==> config.mk <==
export PLATFORM = sky130hd
export DESIGN_NAME = ps2_rx
export DESIGN_NICKNAME = d
export VERILOG_FILES = /design/src/rtl/ps2_pkg.sv /design/src/rtl/ps2_sync_filter.sv /design/src/rtl/ps2_rx.sv
export SDC_FILE = /design/constraint.sdc
export NUM_CORES = 1
export LEC_CHECK = 0
export BUFFER_PORTS_ARGS = -buffer_cell sky130_fd_sc_hd__buf_2
export CORE_MARGIN = 5
export CORE_UTILIZATION = 40
export DETAILED_ROUTE_END_ITERATION = 16
export PLACE_DENSITY = 0.66
export SETUP_SLACK_MARGIN = 0.2
export SYNTH_ARGS = -nofsm -noshare
export SYNTH_HDL_FRONTEND = slang
export SYNTH_SLANG_ARGS = --single-unit
==> constraint.sdc <==
create_clock -name clk -period 3 [get_ports clk]
set_input_delay 0.6 -clock clk [delete_from_list [all_inputs] [get_ports clk]]
set_output_delay 0.6 -clock clk [all_outputs]
set_load 0.01 [all_outputs]
==> src/rtl/ps2_pkg.sv <==
// Shared types and constants for the PS/2 receive path: FSM state, debug view,
// frame geometry and the frame acceptance check.
package ps2_pkg;

    typedef enum logic [1:0] {
        IDLE   = 2'd0,
        DATA   = 2'd1,
        PARITY = 2'd2,
        STOP   = 2'd3
    } ps2_state_e;

    localparam logic [7:0] BREAK_CODE      = 8'hF0;
    localparam int         FRAME_DATA_BITS = 8;

    typedef struct packed {
        ps2_state_e state;
        logic [2:0] bit_cnt;
        logic       clk_level;
        logic       data_level;
        logic       data_fall;
    } ps2_dbg_t;

    // Odd parity over data+parity and a high stop bit make a good frame.
    function automatic logic frame_ok(logic [7:0] data, logic parity, logic stop);
        return stop & (^{data, parity});
    endfunction

endpackage

==> src/rtl/ps2_sync_filter.sv <==
// One PS/2 line: 2-flop synchronizer, FILTER_LEN-sample glitch filter and a
// registered falling-edge pulse. The filtered level resets to the idle-high state.
module ps2_sync_filter #(
    parameter int FILTER_LEN = 8
) (
    input  logic clk,
    input  logic rst,
    input  logic raw_i,
    output logic level_o,
    output logic fall_o
);
    localparam int CW = $clog2(FILTER_LEN + 1);

    logic          meta_q;
    logic          sync_q;
    logic          level_q;
    logic          fall_q;
    logic [CW-1:0] cnt_q;

    // cnt_q counts consecutive samples disagreeing with the current level.
    always_ff @(posedge clk) begin
        if (rst) begin
            meta_q  <= 1'b1;
            sync_q  <= 1'b1;
            level_q <= 1'b1;
            fall_q  <= 1'b0;
            cnt_q   <= '0;
        end else begin
            meta_q <= raw_i;
            sync_q <= meta_q;
            fall_q <= 1'b0;
            if (sync_q == level_q) begin
                cnt_q <= '0;
            end else if (cnt_q == CW'(FILTER_LEN - 1)) begin
                level_q <= sync_q;
                fall_q  <= level_q;
                cnt_q   <= '0;
            end else begin
                cnt_q <= cnt_q + CW'(1);
            end
        end
    end

    assign level_o = level_q;
    assign fall_o  = fall_q;
endmodule

==> src/rtl/ps2_rx.sv <==
// PS/2 keyboard receiver: filters both lines, deframes 11-bit frames and emits
// scan codes. Define PS2_BREAK_FILTER_EN to drop 8'hF0 and the byte after it.
module ps2_rx
    import ps2_pkg::*;
#(
    parameter int FILTER_LEN  = 8,
    parameter int TIMEOUT_CYC = 100000
) (
    input  logic       clk,
    input  logic       rst,
    input  logic       ps2_clk,
    input  logic       ps2_data,
    input  logic       full,
    output logic [7:0] key_code,
    output logic       key_valid,
    output logic       wr_en,
    output logic       parity_err,
    output logic       overflow,
    output ps2_dbg_t   dbg_o
);
    localparam int TW = $clog2(TIMEOUT_CYC + 1);

    logic clk_level, clk_fall;
    logic data_level, data_fall;

    ps2_sync_filter #(.FILTER_LEN(FILTER_LEN)) u_clk_filt (
        .clk(clk), .rst(rst), .raw_i(ps2_clk), .level_o(clk_level), .fall_o(clk_fall)
    );

    ps2_sync_filter #(.FILTER_LEN(FILTER_LEN)) u_data_filt (
        .clk(clk), .rst(rst), .raw_i(ps2_data), .level_o(data_level), .fall_o(data_fall)
    );

    ps2_state_e    state_q;
    logic [2:0]    bit_cnt_q;
    logic [7:0]    shift_q;
    logic          parity_q;
    logic [7:0]    key_code_q;
    logic          key_valid_q;
    logic          parity_err_q;
    logic          overflow_q;
    logic [TW-1:0] to_cnt_q;
`ifdef PS2_BREAK_FILTER_EN
    logic          break_pend_q;
`endif

    always_ff @(posedge clk) begin
        if (rst) begin
            state_q      <= IDLE;
            bit_cnt_q    <= '0;
            shift_q      <= '0;
            parity_q     <= 1'b0;
            key_code_q   <= '0;
            key_valid_q  <= 1'b0;
            parity_err_q <= 1'b0;
            overflow_q   <= 1'b0;
            to_cnt_q     <= '0;
`ifdef PS2_BREAK_FILTER_EN
            break_pend_q <= 1'b0;
`endif
        end else begin
            key_valid_q  <= 1'b0;
            parity_err_q <= 1'b0;
            if (key_valid_q && full) overflow_q <= 1'b1;

            if (state_q == IDLE) begin
                to_cnt_q <= '0;
                if (clk_fall && !data_level) begin
                    state_q   <= DATA;
                    bit_cnt_q <= '0;
                    shift_q   <= '0;
                end
            end else if (clk_fall) begin
                to_cnt_q <= '0;
                case (state_q)
                    DATA: begin
                        shift_q   <= {data_level, shift_q[7:1]};
                        bit_cnt_q <= bit_cnt_q + 3'd1;
                        if (bit_cnt_q == 3'(FRAME_DATA_BITS - 1)) state_q <= PARITY;
                    end
                    PARITY: begin
                        parity_q <= data_level;
                        state_q  <= STOP;
                    end
                    default: begin
                        state_q <= IDLE;
                        if (frame_ok(shift_q, parity_q, data_level)) begin
`ifdef PS2_BREAK_FILTER_EN
                            // The byte after a break prefix is the released key: drop both.
                            if (break_pend_q) begin
                                break_pend_q <= 1'b0;
                            end else if (shift_q == BREAK_CODE) begin
                                break_pend_q <= 1'b1;
                            end else begin
                                key_code_q  <= shift_q;
                                key_valid_q <= 1'b1;
                            end
`else
                            key_code_q  <= shift_q;
                            key_valid_q <= 1'b1;
`endif
                        end else begin
                            parity_err_q <= 1'b1;
                        end
                    end
                endcase
            end else if (to_cnt_q == TW'(TIMEOUT_CYC - 1)) begin
                state_q  <= IDLE;
                to_cnt_q <= '0;
`ifdef PS2_BREAK_FILTER_EN
                break_pend_q <= 1'b0;
`endif
            end else begin
                to_cnt_q <= to_cnt_q + TW'(1);
            end
        end
    end

    assign key_code   = key_code_q;
    assign key_valid  = key_valid_q;
    assign wr_en      = key_valid_q & ~full;
    assign parity_err = parity_err_q;
    assign overflow   = overflow_q;

    assign dbg_o.state      = state_q;
    assign dbg_o.bit_cnt    = bit_cnt_q;
    assign dbg_o.clk_level  = clk_level;
    assign dbg_o.data_level = data_level;
    assign dbg_o.data_fall  = data_fall;
endmodule

After elaboration in Yosys (flattened, before gate mapping)
Index checks and enable logic that the tools add are counted.
{"block": "word_totals", "register_bits": 58, "word_cells": 80}
{"block": "classes", "bitwise": 10, "addsub": 4, "reduce_logical": 21, "n_eq_ne": 10, "n_mux": 16}
{"cell": "8-bit two-way mux", "n": 4}
{"cell": "17-bit by 1-bit adder with 17-bit output (second input constant)", "n": 1}
{"cell": "17-bit equality test (second input constant)", "n": 1}
{"cell": "3-bit two-way mux", "n": 4}
{"cell": "3-bit OR reduction", "n": 4}
{"cell": "2-bit two-way mux", "n": 5}
{"cell": "3-bit AND reduction", "n": 3}
{"cell": "9-bit parity", "n": 1}
{"cell": "4-bit by 1-bit adder with 4-bit output (second input constant)", "n": 2}
{"cell": "4-bit by 3-bit equality test with 1-bit output (second input constant)", "n": 2}
{"cell": "1-bit NOT", "n": 8}
{"cell": "5-bit OR reduction", "n": 1}
{"cell": "4-bit inequality test (second input constant)", "n": 1}
{"cell": "2-bit case mux with 2 select lines", "n": 1}
{"cell": "2-bit AND reduction", "n": 2}
{"cell": "4-bit AND reduction", "n": 1}
{"cell": "2-bit nonzero test", "n": 2}
{"cell": "4-bit OR reduction", "n": 1}
{"cell": "3-bit by 1-bit adder with 3-bit output (second input constant)", "n": 1}
{"cell": "3-bit equality test (second input constant)", "n": 1}
{"cell": "3-bit nonzero test", "n": 1}
{"cell": "1-bit AND", "n": 2}
{"cell": "1-bit equality test", "n": 2}
{"cell": "2-bit by 1-bit equality test with 1-bit output (second input constant)", "n": 1}
{"cell": "other kinds (7)", "n": 9}

Logic depth before layout (Yosys ltp)
{"block": "depth", "ltp_word": 5, "mapped_depth": 7}

Hierarchy
Synthesis repeated with hierarchy kept, for this count alone.
{"block": "unflattened", "cells_unflattened": 261, "area_unflattened_um2": 2527.4}
{"mod": "ps2_rx", "area_per_inst_um2": 1926.8, "seq_area_each_um2": 840.8, "cells_each": 209, "n_inst": 1}
{"mod": "ps2_sync_filter", "area_per_inst_um2": 300.3, "seq_area_each_um2": 160.2, "cells_each": 26, "n_inst": 2}

Least setup slack after synthesis
No wires, ideal clock.
{"block": "synth_timing", "path_kind": "register to register", "startpoint": "register state_q[0]", "endpoint": "register bit_cnt_q[1]", "n_path_buf": 1, "setup_time_ns": 0.061, "t_arrival_ns": 1.760, "path_slack_ns": 1.179, "required_time_ns": 2.939, "path_stages_with_launch": 8, "cell_sequence": "dfxtp_1 > inv_1 > ha_1 > nor2b_1 > o21ai_0 > and2_0 > clkbuf_1 > a22o_1"}
{"block": "synth_via", "elab_chain_cells": 3, "elab_cells_between_ends": 7, "cone_classes": "eq/ne (2); mux (1); reduce/logical (4)"}
{"item": "start, declared", "line_no": "ps2_rx.sv:34", "source": "ps2_state_e state_q;"}
{"item": "start signal, assigned", "line_no": "ps2_rx.sv:49", "source": "state_q <= IDLE;"}
{"item": "start signal, assigned", "line_no": "ps2_rx.sv:69", "source": "state_q <= DATA;"}
{"item": "start signal, assigned", "line_no": "ps2_rx.sv:79", "source": "if (bit_cnt_q == 3'(FRAME_DATA_BITS - 1)) state_q <= PARITY;"}
{"item": "2-bit by 1-bit equality test with 1-bit output or 2-bit logical NOT (tied branches)", "line_no": "ps2_rx.sv:75, ps2_rx.sv:66"}
{"item": "2-bit nonzero test (no source line) or 2-bit by 1-bit inequality test with 1-bit output (tied branches)"}
{"item": "3-bit AND reduction (no source line)"}
{"item": "end signal, assigned", "line_no": "ps2_rx.sv:78", "source": "bit_cnt_q <= bit_cnt_q + 3'd1;"}
{"item": "end, declared", "line_no": "ps2_rx.sv:35", "source": "logic [2:0] bit_cnt_q;"}
Several ways; a longest one is shown, not always the timed one.
A chain may end at the register's enable or synchronous reset.

Final worst setup path
{"block": "layout_timing", "startpoint": "register state_q[0]", "endpoint": "register shift_q[5]"}
{"block": "layout_via", "elab_chain_cells": 3, "elab_cells_between_ends": 7, "cone_classes": "eq/ne (2); mux (1); reduce/logical (4)"}
{"item": "2-bit by 1-bit equality test with 1-bit output or 2-bit logical NOT (tied branches)", "line_no": "ps2_rx.sv:75, ps2_rx.sv:66"}
{"item": "2-bit nonzero test (no source line) or 2-bit by 1-bit inequality test with 1-bit output (tied branches)"}
{"item": "3-bit AND reduction (no source line)"}
{"item": "end signal, assigned", "line_no": "ps2_rx.sv:77", "source": "shift_q <= {data_level, shift_q[7:1]};"}
{"item": "end, declared", "line_no": "ps2_rx.sv:36", "source": "logic [7:0] shift_q;"}
Several ways; a longest one is shown, not always the timed one.

==> out/summary.txt <==
result of the run -> finished clean
initial antenna violation count -> 0
H-tree level count -> 3
DR WL/cell -> 12.0 um
placed wire-length estimate after detailed placement -> 3120 um
last weighted congestion value of the routability-driven placer -> 0.755
sequential fraction of the synthesis area -> 46.0%
most common flop cell mapped by yosys -> sky130_fd_sc_hd__dfxtp_1
Inserted Diodes -> 0
Min-Delay Path Class -> reg -> reg
number of storage elements in the synthesis netlist -> 58
type of element capturing the critical path -> register
# nets final -> 305
grt total ovfl -> 0
Sink Count -> 58
worst max-slew margin expressed relative to the limit -> 54.4%
number of input and output port buffers inserted -> 24
layout overhead on the synthesized area -> 11.4%
synth unique cells -> 40
time the final worst path needs with I/O delays and setup -> 2050 ps
max_cap viols -> 0
Pwr per Cell Area -> 484 nW/um^2
initial DRC count -> 84
number of global-route vias before repair -> 1,697
maximum net fanout on the critical path -> 8
Placed Instances -> 356
pin count of the biggest net entering global routing -> 21
synthesized area per cell -> 9.46 um^2
hold slack final -> 406 ps
sum of negative setup slack -> 0 ps
global-route wire length before repair -> 7600 um
worst slew pin tran -> 679 ps
maximum clock skew at final layout -> 3.62 ps
top cell type's share of synthesized area -> 46.0%
Initial Util -> 40.5%
total die area -> 8000 um^2
Routed Antenna Nets -> 0
number of setup buffers added after CTS -> 0
launching element type of the critical path -> register
cts-stage hold buffer count -> 0
fraction of power consumed by combinational cells -> 1.2%
cell taking the most area after synthesis -> sky130_fd_sc_hd__dfxtp_1
via count of the routed design -> 1,855
layout cell share with drive strength beyond 1 -> 15.6%
clock-pin slew on the worst setup and hold paths -> 60 ps
switching power share of the total -> 21.6%
sequence of cells on the critical path -> inv_1, ha_1, nor2b_1, o21ai_0, and2_0, a22o_1
P_sw -> 295 uW
placeable core region -> 6240 um^2
die span in y -> 89.5 um
final wirelength -> 4440 um
Sequential Power Share -> 56.9%
Tcrit/Tclk final -> 68.3%
peak per-stage delay on the critical path -> 460 ps
global routing usage summed across all routing layers -> 12.3%
largest buffer count on any clock path -> 2
Area contributors post-synth -> sky130_fd_sc_hd__dfxtp_1, sky130_fd_sc_hd__nor2_1, sky130_fd_sc_hd__ha_1
root buf cell -> sky130_fd_sc_hd__clkbuf_8
Crit-path slowest cell -> sky130_fd_sc_hd__o21ai_0
number of endpoints with negative hold slack in the final report -> 0
most frequently used cell type in the post-synthesis netlist -> sky130_fd_sc_hd__dfxtp_1
setup-violating endpoint count in the final report -> 0
internal power -> 1.07 mW
Worst Path Class, Setup -> reg -> reg
top-level port count -> 25
Max rail drop VDD -> 0.358 mV
leading cell types by count after synthesis -> sky130_fd_sc_hd__dfxtp_1, sky130_fd_sc_hd__nor2_1, sky130_fd_sc_hd__nand2_1
setup repair after global routing missed its margin -> no
clock buffers created by TritonCTS -> 9
static leakage power -> 1.07 nW
Required @ worst endpoint -> 3270 ps
number of synthesized flops with an enable pin -> 0
fraction of registers with async set/reset -> 0%
cell area after synthesis -> 2520 um^2
DRC violation count after routing -> 0
TritonCTS clock tree -> done
portion of total power attributed to the clock network -> 41.9%
Initial DRT Pass Iterations -> 4
cell class contributing the biggest share of worst-path delay -> compound AO/OA/AOI/OAI gates
timing-limited maximum frequency -> 488 MHz
critical path arrival -> 2320 ps
width of the chip -> 89.5 um
number of instances in the synthesized netlist -> 267
net count after synthesis -> 282
worst reg2reg setup slack -> 950 ps
count of synthesis-stage warnings from yosys -> 0
mean number of vias per cell -> 5.00
post_cts resized -> 0
worst path buffer plus inverter count -> 1
number of max-slew violations in the final report -> 0
Clk Latency, worst-skew pair -> 330 ps
Std-Cell Rows -> 29
final standard cell count with taps included and fillers excluded -> 371
## worst paths after layout
check	from	to	cells past startpoint
max reg2reg	state_q[0]$_SDFFE_PP0P_	shift_q[5]$_SDFFE_PP0P_	6
min reg2reg	u_clk_filt.meta_q$_SDFF_PP1_	u_clk_filt.sync_q$_SDFF_PP1_	1
min	u_clk_filt.meta_q$_SDFF_PP1_	u_clk_filt.sync_q$_SDFF_PP1_	1
max	state_q[0]$_SDFFE_PP0P_	shift_q[5]$_SDFFE_PP0P_	6
## final cells by class
type                       instances  area (um^2)
fill                             627         3430
multi-input combinational        188         1250
sequential                        58         1160
clock buffer                      11          131
timing repair buffer              24          120
tap                               77         96.3
inverter                           9         33.8
clock inverter                     4         20.0
## metal layers
metal	track usage (%)	up-vias	part of all wire, %
li1	-	966	-
met1	14.9	855	48
met2	19.4	26	45
met3	4.98	8	5.0
met4	4.87	0	1.8
met5	0	-	0
## logic make-up (layout without fill, tap and decap cells)
logic type      count (synthesis)  count (layout)  share of synthesized area [%]
mux                            10              10                           4.46
compound gates                 29              29                           8.03
fa+ha+maj                      10              10                           4.96
xor+xnor                       25              25                           9.81
simple gates                  114             114                           22.3
flops                          58              58                           46.0
buf+inv                        21              48                           4.46
## state kept, by name, summed over array words and instances, names as in the netlist, 2 cells and up
register	flops
u_clk_filt.cnt_q	4
to_cnt_q	17
shift_q	8
key_code	8
u_data_filt.cnt_q	4
bit_cnt_q	3
state_q	2
## layout by cell type (no fill, tap or decap), drive strengths merged
cell type and count:
or4bb 1, nand2 27, nor4b 1, and2 2
o211ai 1, clkbuf 11, a22oi 5, or2 4
nand3 13, xor2 10, and3 1, or3 5
or4 2, ha 10, clkinv 4, a211oi 1
o21ba 1, a31o 1, nand4b 2, xnor3 2
a22o 6, dfxtp 58, inv 9, nor3 4
and4 3, o211a 1, o21ai 6, nor2 36
xnor2 13, nor4 3, a21oi 6, nand4 6
mux2i 10, a2bb2oi 1, nor2b 4, buf 24
## stage by stage
| step | power [mW] | cell area [um^2] | util [%] | worst slack [ps] |
|---|---|---|---|---|
| after floorplan | 0.806 | 2520 | - | 1180 |
| after global routing | 1.42 | 2810 | 45.1 | 742 |
| after detailed placement | 0.810 | 2660 | 42.7 | 924 |
| after CTS | 1.38 | 2810 | 45.1 | 919 |
| final | 1.36 | 2810 | 45.1 | 951 |
| after global placement | 0.810 | 2660 | 42.7 | 915 |
## power by group through the flow
stage / clock network (mW) / logic [mW] / registers (mW)
finish: 0.570 / 0.0170 / 0.775
global route: 0.627 / 0.0196 / 0.775
CTS: 0.591 / 0.0174 / 0.775
detailed placement: 0 / 0.0174 / 0.792
global placement: 0 / 0.0175 / 0.792
floorplan: 0 / 0.0136 / 0.792
Note: power is estimated with default switching activity, not from simulation.
